`src/rtl/tns_encoder_seq.sv`:
```
// tns_encoder_seq
// Multi-cycle TNS encoder. Takes one DLEN-bit word and produces a 3*NGROUP-bit
// TNS codeword, resolving one {A,B,C} group per clock, MSB group first.
// A per-group history bit (prev) resolves A-bits whose value is ambiguous, so
// consecutive codewords toggle as few A lines as possible.
//
// Build option:
//   TNS_SEQ_RANGE_CHECK_EN  adds the err output. A word >= CAP skips encoding
//                           and is returned as codeout=0 with err=1.
//
// Parameters:
//   NGROUP   number of 3-bit groups (codeout width 3*NGROUP)
//   DLEN     data width and weight width
//   WEIGHTS  packed table; A(g) at slot 3g+2, B(g) at 3g+1, C(g) at 3g
//   CAP      count of representable values; legal input 0..CAP-1
//
// Ports:
//   clock      rising-edge clock
//   reset      asynchronous, active-high reset
//   in_valid   datain is valid
//   in_ready   a word can be accepted this cycle
//   datain     word to encode
//   out_valid  codeout is valid (held until out_ready)
//   out_ready  sink accepts codeout
//   codeout    TNS codeword
//   busy       encoder is not idle
//   err        out-of-range flag, valid with out_valid (range-check build only)
//
// state | meaning
// ------+---------------------------------------------------------------
// IDLE  | waiting for a word; in_ready=1
// ENC   | resolving group gcnt, one group per cycle, MSB group first
// DONE  | out_valid=1, codeout stable; may accept the next word directly

`ifndef TNS_W09
`define TNS_W09 {16'd13122, 16'd6561, 16'd6561, \
                 16'd4374,  16'd2187, 16'd2187, \
                 16'd1458,  16'd729,  16'd729,  \
                 16'd486,   16'd243,  16'd243,  \
                 16'd162,   16'd81,   16'd81,   \
                 16'd54,    16'd27,   16'd27,   \
                 16'd18,    16'd9,    16'd9,    \
                 16'd6,     16'd3,    16'd3,    \
                 16'd2,     16'd1,    16'd1}
`endif

`ifndef TNS_CAP09
`define TNS_CAP09 29524
`endif

module tns_encoder_seq #(
    parameter int unsigned               NGROUP  = 9,
    parameter int unsigned               DLEN    = 16,
    parameter logic [NGROUP*3*DLEN-1:0]  WEIGHTS = `TNS_W09,
    parameter int unsigned               CAP     = `TNS_CAP09
) (
    input  logic                  clock,
    input  logic                  reset,
    input  logic                  in_valid,
    output logic                  in_ready,
    input  logic [DLEN-1:0]       datain,
    output logic                  out_valid,
    input  logic                  out_ready,
    output logic [3*NGROUP-1:0]   codeout,
    output logic                  busy
`ifdef TNS_SEQ_RANGE_CHECK_EN
    ,
    output logic                  err
`endif
);

    localparam int unsigned GW = (NGROUP > 1) ? $clog2(NGROUP) : 1;

    // Catch a table that cannot be encoded at elaboration time.
    if (NGROUP == 0 || CAP == 0 || 64'(CAP) > (64'(1) << DLEN)) begin : g_bad_param
        $error("tns_encoder_seq: illegal NGROUP/CAP for this DLEN");
    end

    typedef enum logic [1:0] {
        IDLE = 2'd0,
        ENC  = 2'd1,
        DONE = 2'd2
    } state_t;

    state_t             state;
    logic [GW-1:0]      gcnt;
    logic [DLEN-1:0]    resid;
    logic [NGROUP-1:0]  prev;

    // Unpack the weight table once so the group step can index by gcnt.
    logic [DLEN-1:0] w_a [NGROUP];
    logic [DLEN-1:0] w_b [NGROUP];
    logic [DLEN-1:0] w_c [NGROUP];

    for (genvar g = 0; g < NGROUP; g++) begin : g_weights
        assign w_a[g] = WEIGHTS[(3*g+2)*DLEN +: DLEN];
        assign w_b[g] = WEIGHTS[(3*g+1)*DLEN +: DLEN];
        assign w_c[g] = WEIGHTS[(3*g)*DLEN   +: DLEN];
    end

    logic              accept;
    logic [DLEN-1:0]   cur_a;
    logic [DLEN-1:0]   cur_b;
    logic [DLEN-1:0]   cur_c;
    logic [DLEN:0]     sum_ac;
    logic [DLEN-1:0]   r1;
    logic [DLEN-1:0]   r2;
    logic [DLEN-1:0]   resid_next;
    logic              bit_a;
    logic              bit_b;
    logic              bit_c;

    assign in_ready = (state == IDLE) || ((state == DONE) && out_ready);
    assign accept   = in_valid && in_ready;

`ifdef TNS_SEQ_RANGE_CHECK_EN
    localparam logic [DLEN:0] CAP_EXT = (DLEN+1)'(CAP);
    logic out_of_range;
    assign out_of_range = ({1'b0, datain} >= CAP_EXT);
`endif

    // One group step on the current residual.
    always_comb begin
        cur_a  = w_a[gcnt];
        cur_b  = w_b[gcnt];
        cur_c  = w_c[gcnt];
        // A+C can exceed DLEN bits, so compare one bit wider.
        sum_ac = {1'b0, cur_a} + {1'b0, cur_c};

        // Between A and A+C-1 the residual can be coded either way;
        // reuse last word's A-bit for this group to avoid a toggle.
        if (resid < cur_a) begin
            bit_a = 1'b0;
        end else if ({1'b0, resid} >= sum_ac) begin
            bit_a = 1'b1;
        end else begin
            bit_a = prev[gcnt];
        end

        r1    = bit_a ? (resid - cur_a) : resid;
        bit_b = (r1 >= cur_b);
        r2    = bit_b ? (r1 - cur_b) : r1;

        // The last group takes whatever unit is left as its C-bit.
        if (gcnt == '0) begin
            bit_c      = r2[0];
            resid_next = r2;
        end else begin
            bit_c      = (r2 >= cur_c);
            resid_next = bit_c ? (r2 - cur_c) : r2;
        end
    end

    always_ff @(posedge clock or posedge reset) begin
        if (reset) begin
            state     <= IDLE;
            gcnt      <= '0;
            resid     <= '0;
            prev      <= '0;
            codeout   <= '0;
            out_valid <= 1'b0;
            busy      <= 1'b0;
`ifdef TNS_SEQ_RANGE_CHECK_EN
            err       <= 1'b0;
`endif
        end else if (accept) begin
            // Accept happens from IDLE or, back-to-back, from DONE.
            resid     <= datain;
            gcnt      <= GW'(NGROUP - 1);
            out_valid <= 1'b0;
            busy      <= 1'b1;
            state     <= ENC;
`ifdef TNS_SEQ_RANGE_CHECK_EN
            err       <= 1'b0;
            if (out_of_range) begin
                codeout   <= '0;
                err       <= 1'b1;
                out_valid <= 1'b1;
                state     <= DONE;
            end
`endif
        end else begin
            case (state)
                ENC: begin
                    resid <= resid_next;
                    for (int g = 0; g < NGROUP; g++) begin
                        if (int'(gcnt) == g) begin
                            codeout[3*g +: 3] <= {bit_a, bit_b, bit_c};
                            prev[g]           <= bit_a;
                        end
                    end
                    if (gcnt == '0) begin
                        out_valid <= 1'b1;
                        state     <= DONE;
                    end else begin
                        gcnt <= gcnt - 1'b1;
                    end
                end
                DONE: begin
                    if (out_ready) begin
                        out_valid <= 1'b0;
                        busy      <= 1'b0;
                        state     <= IDLE;
                    end
                end
                default: begin
                end
            endcase
        end
    end

endmodule

```
`config.mk`:
```
export PLATFORM = sky130hd
export DESIGN_NAME = tns_encoder_seq
export DESIGN_NICKNAME = d
export VERILOG_FILES = /design/src/rtl/tns_encoder_seq.sv
export SDC_FILE = /design/constraint.sdc
export NUM_CORES = 1
export LEC_CHECK = 0
export BUFFER_PORTS_ARGS = -buffer_cell sky130_fd_sc_hd__buf_2
export CORE_MARGIN = 5
export CORE_UTILIZATION = 42
export CTS_CLUSTER_SIZE = 20
export DETAILED_ROUTE_END_ITERATION = 7
export MAX_ROUTING_LAYER = met4
export SYNTH_ARGS = -nofsm -noshare
export SYNTH_HDL_FRONTEND = slang
export SYNTH_SLANG_ARGS = --single-unit
```
`constraint.sdc`:
```
create_clock -name clock -period 16.7 [get_ports clock]
set_input_delay 0 -clock clock [delete_from_list [all_inputs] [get_ports clock]]
set_output_delay 0 -clock clock [all_outputs]
set_load 0.02 [all_outputs]
```
After elaboration in Yosys (flattened, before gate mapping)
Memory sizes are Yosys's and may differ from the RTL's.
Cells that the tools add are included.
{"block": "totals", "register_bits": 60, "romBits": 512, "input_bits": 20, "out_inout_bits": 30, "elab_cells": 101, "memories": 2}
{"block": "classes", "n_addsub": 5, "order_cmp": 6, "n_eq_ne": 13, "muxes": 28, "n_bitwise": 2, "reduce_logical": 22}
{"memory": "(name not given)", "depth": 16, "word_bits": 16, "rd": 1, "rd_ports_with_merged_regs": 0, "wr": 0, "line": "126", "text": "cur_c = w_c[gcnt];"}
{"memory": "(name not given)", "depth": 16, "word_bits": 16, "rd": 1, "rd_ports_with_merged_regs": 0, "wr": 0, "line": "124", "text": "cur_a = w_a[gcnt];"}
{"cell": "2-to-1 mux 16 bit", "count": 10}
{"cell": "subtractor 16 bit", "count": 3}
{"cell": ">= comparator 16 bit", "count": 2}
{"cell": "AND reduction 3 bit", "count": 10}
{"cell": "== test 4 bit, second input constant", "count": 5}
{"cell": "adder 16 x 16 -> 17 bit", "count": 1}
{"cell": ">= comparator 16 x 17 -> 1 bit", "count": 1}
{"cell": "less-than comparator 16 bit", "count": 1}
{"cell": "2-to-1 mux 4 bit", "count": 3}
{"cell": "2-to-1 mux 1 bit", "count": 9}
{"cell": "== test 4 x 3 -> 1 bit, second input constant", "count": 2}
{"cell": "logical NOT 4 bit", "count": 2}
{"cell": "2-to-1 mux 2 bit", "count": 3}
{"cell": "!= test 3 bit, second input constant", "count": 2}
{"cell": "nonzero test 2 bit", "count": 3}
{"cell": ">= comparator 5 bit, second input constant", "count": 1}
{"cell": "less-than comparator 4 x 5 -> 1 bit, second input constant", "count": 1}
{"cell": "inverter 4 -> 5 bit", "count": 1}
{"cell": "binary-select mux 1 bit (select 4 bit)", "count": 1}
{"cell": "== test 4 x 2 -> 1 bit, second input constant", "count": 1}
{"cell": "case mux 2 bit (2 select lines)", "count": 1}
{"cell": "AND reduction 2 bit", "count": 2}
{"cell": "subtractor 4 x 1 -> 4 bit, second input constant", "count": 1}
{"cell": "nonzero test 3 bit", "count": 1}
{"cell": "8 further kinds", "count": 9}

Depth between registers and ports, before layout
{"block": "depth", "ltp_word": 16, "ltp_mapped": 46, "mapped_depth_nobuf": 41}

Worst setup path after synthesis
OpenSTA, ideal clock, no wires.
{"block": "synth_timing", "path_kind": "reg-to-reg", "from": "register gcnt[2]", "to": "register resid[9]", "setup_time_ns": 0.133, "arrival_ns": 8.285, "required_time_ns": 16.567, "setup_slack_ns": 8.282, "path_stages_with_launch": 44, "n_path_buf": 5, "synth_period_minus_slack_ns": 8.418, "cell_sequence": "dfrtp_1 clkbuf_1 nor2b_1 nand2b_1 inv_1 a21oi_1 ha_1 inv_1 a21o_1 a21o_1 a21oi_1 nand2_1 a311o_1 ha_1 nand2_1 or4_1 a2111o_1 and4_4 (+8 left out) nand2b_1 nor3_1 a31oi_2 o211ai_4 and2_1 buf_6 clkbuf_1 o21ai_0 ha_1 a21o_1 a21o_1 a21oi_1 o211ai_2 a211oi_4 or2_1 buf_4 mux2i_1 o21ai_1"}
{"block": "synth_between", "elab_chain_cells": 16, "elab_cells_between_ends": 26, "classes_between": "add/sub (4); order compare (4); mux (14); bitwise (1); reduce/logical (1); memory (2)"}
{"element": "start, declared", "line": "86", "text": "logic [GW-1:0] gcnt;"}
{"element": "start signal, assigned", "line": "169", "text": "gcnt <= GW'(NGROUP - 1);"}
{"element": "start signal, assigned", "line": "196", "text": "gcnt <= gcnt - 1'b1;"}
{"element": "inverter 4 -> 5 bit (implied by the code)", "line": "124, 125, 126"}
{"element": "memory (16 x 16 bit), on equally long branches"}
{"element": "2-to-1 mux 16 bit, on equally long branches (2 in a row)", "line": "124, 126"}
{"element": "adder 16 x 16 -> 17 bit", "line": "128", "text": "sum_ac = {1'b0, cur_a} + {1'b0, cur_c};"}
{"element": ">= comparator 16 x 17 -> 1 bit", "line": "134", "text": "end else if ({1'b0, resid} >= sum_ac) begin"}
{"element": "2-to-1 mux 1 bit", "line": "134"}
{"element": "2-to-1 mux 1 bit", "line": "132", "text": "if (resid < cur_a) begin"}
{"element": "2-to-1 mux 16 bit", "line": "140", "text": "r1 = bit_a ? (resid - cur_a) : resid;"}
{"element": "subtractor 16 bit / >= comparator 16 bit (equally long branches)", "line": "142, 141"}
{"element": "2-to-1 mux 16 bit", "line": "142", "text": "r2 = bit_b ? (r1 - cur_b) : r1;"}
{"element": "subtractor 16 bit / >= comparator 16 bit (equally long branches)", "line": "150, 149"}
{"element": "2-to-1 mux 16 bit", "line": "150", "text": "resid_next = bit_c ? (r2 - cur_c) : r2;"}
{"element": "2-to-1 mux 16 bit *", "line": "145", "text": "if (gcnt == '0) begin"}
{"element": "2-to-1 mux 16 bit *", "line": "183", "text": "case (state)"}
{"element": "2-to-1 mux 16 bit *", "line": "166", "text": "end else if (accept) begin"}
{"element": "end signal, assigned", "line": "168", "text": "resid <= datain;"}
{"element": "end signal, assigned", "line": "185", "text": "resid <= resid_next;"}
{"element": "end, declared", "line": "87", "text": "logic [DLEN-1:0] resid;"}
Mark *: on every way between the ends. The rest lies on a longest branch, timed or not. The select of a mux whose other input is x is not followed.
A chain may end at the register's enable or synchronous reset.

Final worst setup path
{"block": "layout_timing", "from": "register gcnt[3]", "to": "register codeout[9]"}
{"block": "layout_between", "elab_chain_cells": 13, "elab_cells_between_ends": 24, "classes_between": "add/sub (3); order compare (4); eq/ne (1); mux (11); bitwise (1); reduce/logical (2); memory (2)"}
{"element": "inverter 4 -> 5 bit (implied by the code)", "line": "124, 125, 126"}
{"element": "memory (16 x 16 bit), on equally long branches"}
{"element": "2-to-1 mux 16 bit, on equally long branches (2 in a row)", "line": "124, 126"}
{"element": "adder 16 x 16 -> 17 bit", "line": "128"}
{"element": ">= comparator 16 x 17 -> 1 bit", "line": "134"}
{"element": "2-to-1 mux 1 bit", "line": "134"}
{"element": "2-to-1 mux 1 bit", "line": "132"}
{"element": "2-to-1 mux 16 bit", "line": "140"}
{"element": "subtractor 16 bit / >= comparator 16 bit (equally long branches)", "line": "142, 141"}
{"element": "2-to-1 mux 16 bit", "line": "142"}
{"element": ">= comparator 16 bit", "line": "149", "text": "bit_c = (r2 >= cur_c);"}
{"element": "2-to-1 mux 1 bit", "line": "145"}
{"element": "end signal, assigned by index", "line": "188", "text": "codeout[3*g +: 3] <= {bit_a, bit_b, bit_c};"}
{"element": "end, declared", "line": "64", "text": "output logic [3*NGROUP-1:0] codeout,"}
Parallel ways exist; a longest one is shown, timed or not. The select of a mux whose other input is x is not followed.

==> impl_metrics.json <==
{
  "status": "complete, but fails checks",
  "failed_checks": "negative hold slack",
  "grt_setup_unrepaired": "false",
  "holdCritPathClass": "primary input to async pin",
  "total_congestion_overflow": 0,
  "start_kind": "flop",
  "postSynth.asyncResetShare_pct": 100,
  "ctsRootBufferMaster": "sky130_fd_sc_hd__clkbuf_16",
  "cts.htree.levels": 2,
  "netlist.area_leader.share_pct": 23.2,
  "synth_flop_cell": "sky130_fd_sc_hd__dfrtp_1",
  "whs_ns": -0.0148,
  "syn-mean-instance-area_um2": 8.00,
  "gr-usage-all-layers_pct": 23.5,
  "grt_pass1_vias": 4990,
  "post_synth_instance_area_um2": 5400,
  "worst-slew-pin-transition_ns": 1.13,
  "crit_type": "flop to flop",
  "vias_per_cell": 5.89,
  "fp.dieW_um": 123,
  "place_congestion": 0.966,
  "timing.critical_path.buf_inv": 2,
  "worst_relative_slew_slack_pct": 24.5,
  "r2r_slack_ns": 5.95,
  "fill_cells": 1295,
  "dieHeight_um": 123,
  "synth.ff_latch_count": 50,
  "tns_ns": 0,
  "wirelength_um": 16900,
  "final_period_minus_worst_setup_slack_ns": 10.75,
  "post-synth-top-count-cell": "sky130_fd_sc_hd__nand2_1",
  "top_post_synthesis_cells_by_area": "sky130_fd_sc_hd__dfrtp_1, sky130_fd_sc_hd__ha_1, sky130_fd_sc_hd__nand2_1",
  "setup_viol_count_final": 0,
  "area_of_the_die_um2": 15200,
  "detailroute.via_count": 5270,
  "pre_cts_slack_ns": 6.08,
  "depth_of_the_most_critical_reg_to_reg_path": 38,
  "tritoncts.num_buffers": 5,
  "placement.io_buffers": 49,
  "route.detailed.drc": 0,
  "dr.first_iter.drc_count": 540,
  "synth_top_family_by_area": "compound AO/OA/AOI/OAI gates",
  "yosys.area.top_type": "sky130_fd_sc_hd__dfrtp_1",
  "crit_path_max_incr_delay_ns": 0.90,
  "most_used_standard_cells_in_the_synthesized_netlist": "sky130_fd_sc_hd__nand2_1, sky130_fd_sc_hd__ha_1, sky130_fd_sc_hd__a21oi_1",
  "post_synth_inst_count": 674,
  "share_of_final_layout_standard_cells_stronger_than_drive_strength_1_pct": 12.9,
  "floorplan.initialDensity_pct": 42.8,
  "detailedPlacementHpwl_um": 13100,
  "clock.fmax_mhz": 93.0,
  "drt_pre_antenna_iters": 5,
  "synth_cell_types": 81,
  "postCtsResizedCells": 0,
  "final_nets": 800,
  "synth-xor-area-share_pct": 6.33,
  "setup_ws_ns": 5.95,
  "compound_gate_fraction_of_synth_area_pct": 25.4,
  "number_of_standard_cell_rows_in_the_floorplan": 41,
  "final_hold_viol_count": 21,
  "synth_edf_count": 0,
  "clk_skew_ns": 0.00594,
  "worst_r2r_startpoint": "gcnt[3]",
  "grt_max_degree": 51,
  "setup.worst_path.end_class": "flop",
  "numClockSinks": 50,
  "design.core.area_um2": 12600,
  "r2r-end": "codeout[9]",
  "wl_per_cell_um": 18.9,
  "pin_count": 50,
  "grt_pass1_wl_um": 27200,
  "drv_slew": 0,
  "cts.reportedPaths.clkPinSlew_ns": 0.07,
  "antenna_left": 0,
  "final_clock_period_utilization_by_the_worst_path_pct": 64.4,
  "adder_cell_share_of_the_synthesized_area_pct": 14.1,
  "syn_nets": 753,
  "ys.warnings.count": 0,
  "clock_tree_from_tritoncts": "done",
  "grt_antenna_before_repair": 0,
  "cts-root-to-sink-buffers": 2,
  "ys_seq_area_share_pct": 23.2,
  "max_cap_violations": 0,
  "crit_family": "compound AO/OA/AOI/OAI gates",
  "timing.critical_path.required_ns": 16.86,
  "n_antenna_cell": 0,
  "critical-path-slowest-cell": "sky130_fd_sc_hd__and2_1",
  "areaGrowthSynthToFinish_pct": 11.3,
  "synth_mux_area_share_pct": 3.99,
  "cp_max_fo": 26,
  "post_synth_and_or_nand_nor_area_fraction_pct": 23.1,
  "worst_skew_pair.late_latency_ns": 0.30,
  "critPathArrivalTime_ns": 10.91
}
==> cell type report <==
class | count | area (µm²) | share of cell area [%]
tap | 172 | 215 | 3.58
clock inverter | 2 | 17.5 | 0.292
clock buffer | 6 | 139 | 2.31
sequential | 50 | 1250 | 20.8
multi-input combinational | 574 | 3940 | 65.5
timing repair buffer | 58 | 328 | 5.46
inverter | 32 | 120 | 2.00
==> per-stage QoR <==
stage | cells | instance area [µm²] | hold slack (ns) | util (%)
floorplan | 674 | 5400 | 0.125 | -
global placement | 880 | 5790 | 0.250 | 45.9
detailed placement | 880 | 5790 | 0.254 | 45.9
CTS | 894 | 6010 | 0.00107 | 47.6
global route | 894 | 6010 | 0.0205 | 47.6
finish | 894 | 6010 | -0.0148 | 47.6
==> registers in the layout, indices dropped and copies added (netlist names) <==
register	cells
codeout	27
gcnt	4
out_valid	1
resid	16
busy	1
state	1
==> cell families after synthesis <==
kind of cell    after synthesis
compound gates              206
xor+xnor                     39
fa+ha+maj                    59
buf+inv                      50
flops                        50
mux                          18
simple gates                252
==> worst reg2reg max path: cells and delay by family, from the launching register on <==
kind,cells,cell delay (ns)
and+or+nand+nor,15,4.01
adders and majority gates,4,1.13
muxes,1,0.37
AOI/OAI and AO/OA,16,4.13
buffers and inverters,2,0.25
DFF,1,0.73
==> metal layers <==
| layer | share of wire, % | vias up | GRT usage (%) |
|---|---|---|---|
| met5 | 0 | - | - |
| met3 | 6.3 | 16 | 3.29 |
| met4 | 1.4 | 0 | 5.40 |
| met1 | 47 | 2518 | 33.5 |
| met2 | 45 | 190 | 35.6 |
| li1 | - | 2546 | - |
==> layout by cell type, fill, tap and decap left out, types with 5 or more instances in the layout <==
cell type / netlist / routed
sky130_fd_sc_hd__nand2_1: 98 / 98
sky130_fd_sc_hd__ha_1: 56 / 56
sky130_fd_sc_hd__a21oi_1: 55 / 55
sky130_fd_sc_hd__o21ai_0: 53 / 53
sky130_fd_sc_hd__dfrtp_1: 50 / 50
sky130_fd_sc_hd__buf_2: 1 / 49
sky130_fd_sc_hd__nor2_1: 43 / 43
sky130_fd_sc_hd__inv_1: 32 / 31
sky130_fd_sc_hd__xnor2_1: 23 / 23
sky130_fd_sc_hd__nand3_1: 20 / 20
sky130_fd_sc_hd__xor2_1: 16 / 16
sky130_fd_sc_hd__nor3_1: 15 / 15
sky130_fd_sc_hd__and3_1: 13 / 13
sky130_fd_sc_hd__o21a_1: 12 / 12
sky130_fd_sc_hd__a31oi_1: 12 / 12
sky130_fd_sc_hd__a21o_1: 11 / 11
sky130_fd_sc_hd__mux2i_1: 11 / 11
sky130_fd_sc_hd__nor2b_1: 8 / 8
sky130_fd_sc_hd__nand2b_1: 7 / 7
sky130_fd_sc_hd__o21ai_1: 7 / 7
sky130_fd_sc_hd__or3_1: 7 / 7
sky130_fd_sc_hd__and2_1: 6 / 6
sky130_fd_sc_hd__dlygate4sd3_1: 0 / 6
sky130_fd_sc_hd__o21bai_1: 5 / 5
sky130_fd_sc_hd__nand3b_1: 5 / 5
sky130_fd_sc_hd__a211oi_1: 5 / 5
sky130_fd_sc_hd__clkbuf_16: 0 / 5
==> timing repair <==
| item | CTS | global route |
|---|---|---|
| hold endpoints to repair | 6 | 0 |
| hold buffers | 6 | 0 |
| buffers inserted | 0 | 0 |
==> worst max-delay path by stage <==
stage | end | start | slack [ns] | depth (start not counted)
6_report | codeout[9] | gcnt[3] | 5.95 | 38
5_1_grt | resid[12] | gcnt[3] | 4.99 | 40
4_1_cts | codeout[9] | gcnt[3] | 6.04 | 36
3_5_place_dp | codeout[9] | gcnt[3] | 6.08 | 36
3_3_place_gp | resid[9] | gcnt[3] | 6.36 | 38
2_1_floorplan | resid[9] | gcnt[2] | 8.28 | 43
Power is left out: the tool's default activity adds up to more than one toggle a clock period on the data nets, which glitch-free logic cannot reach.
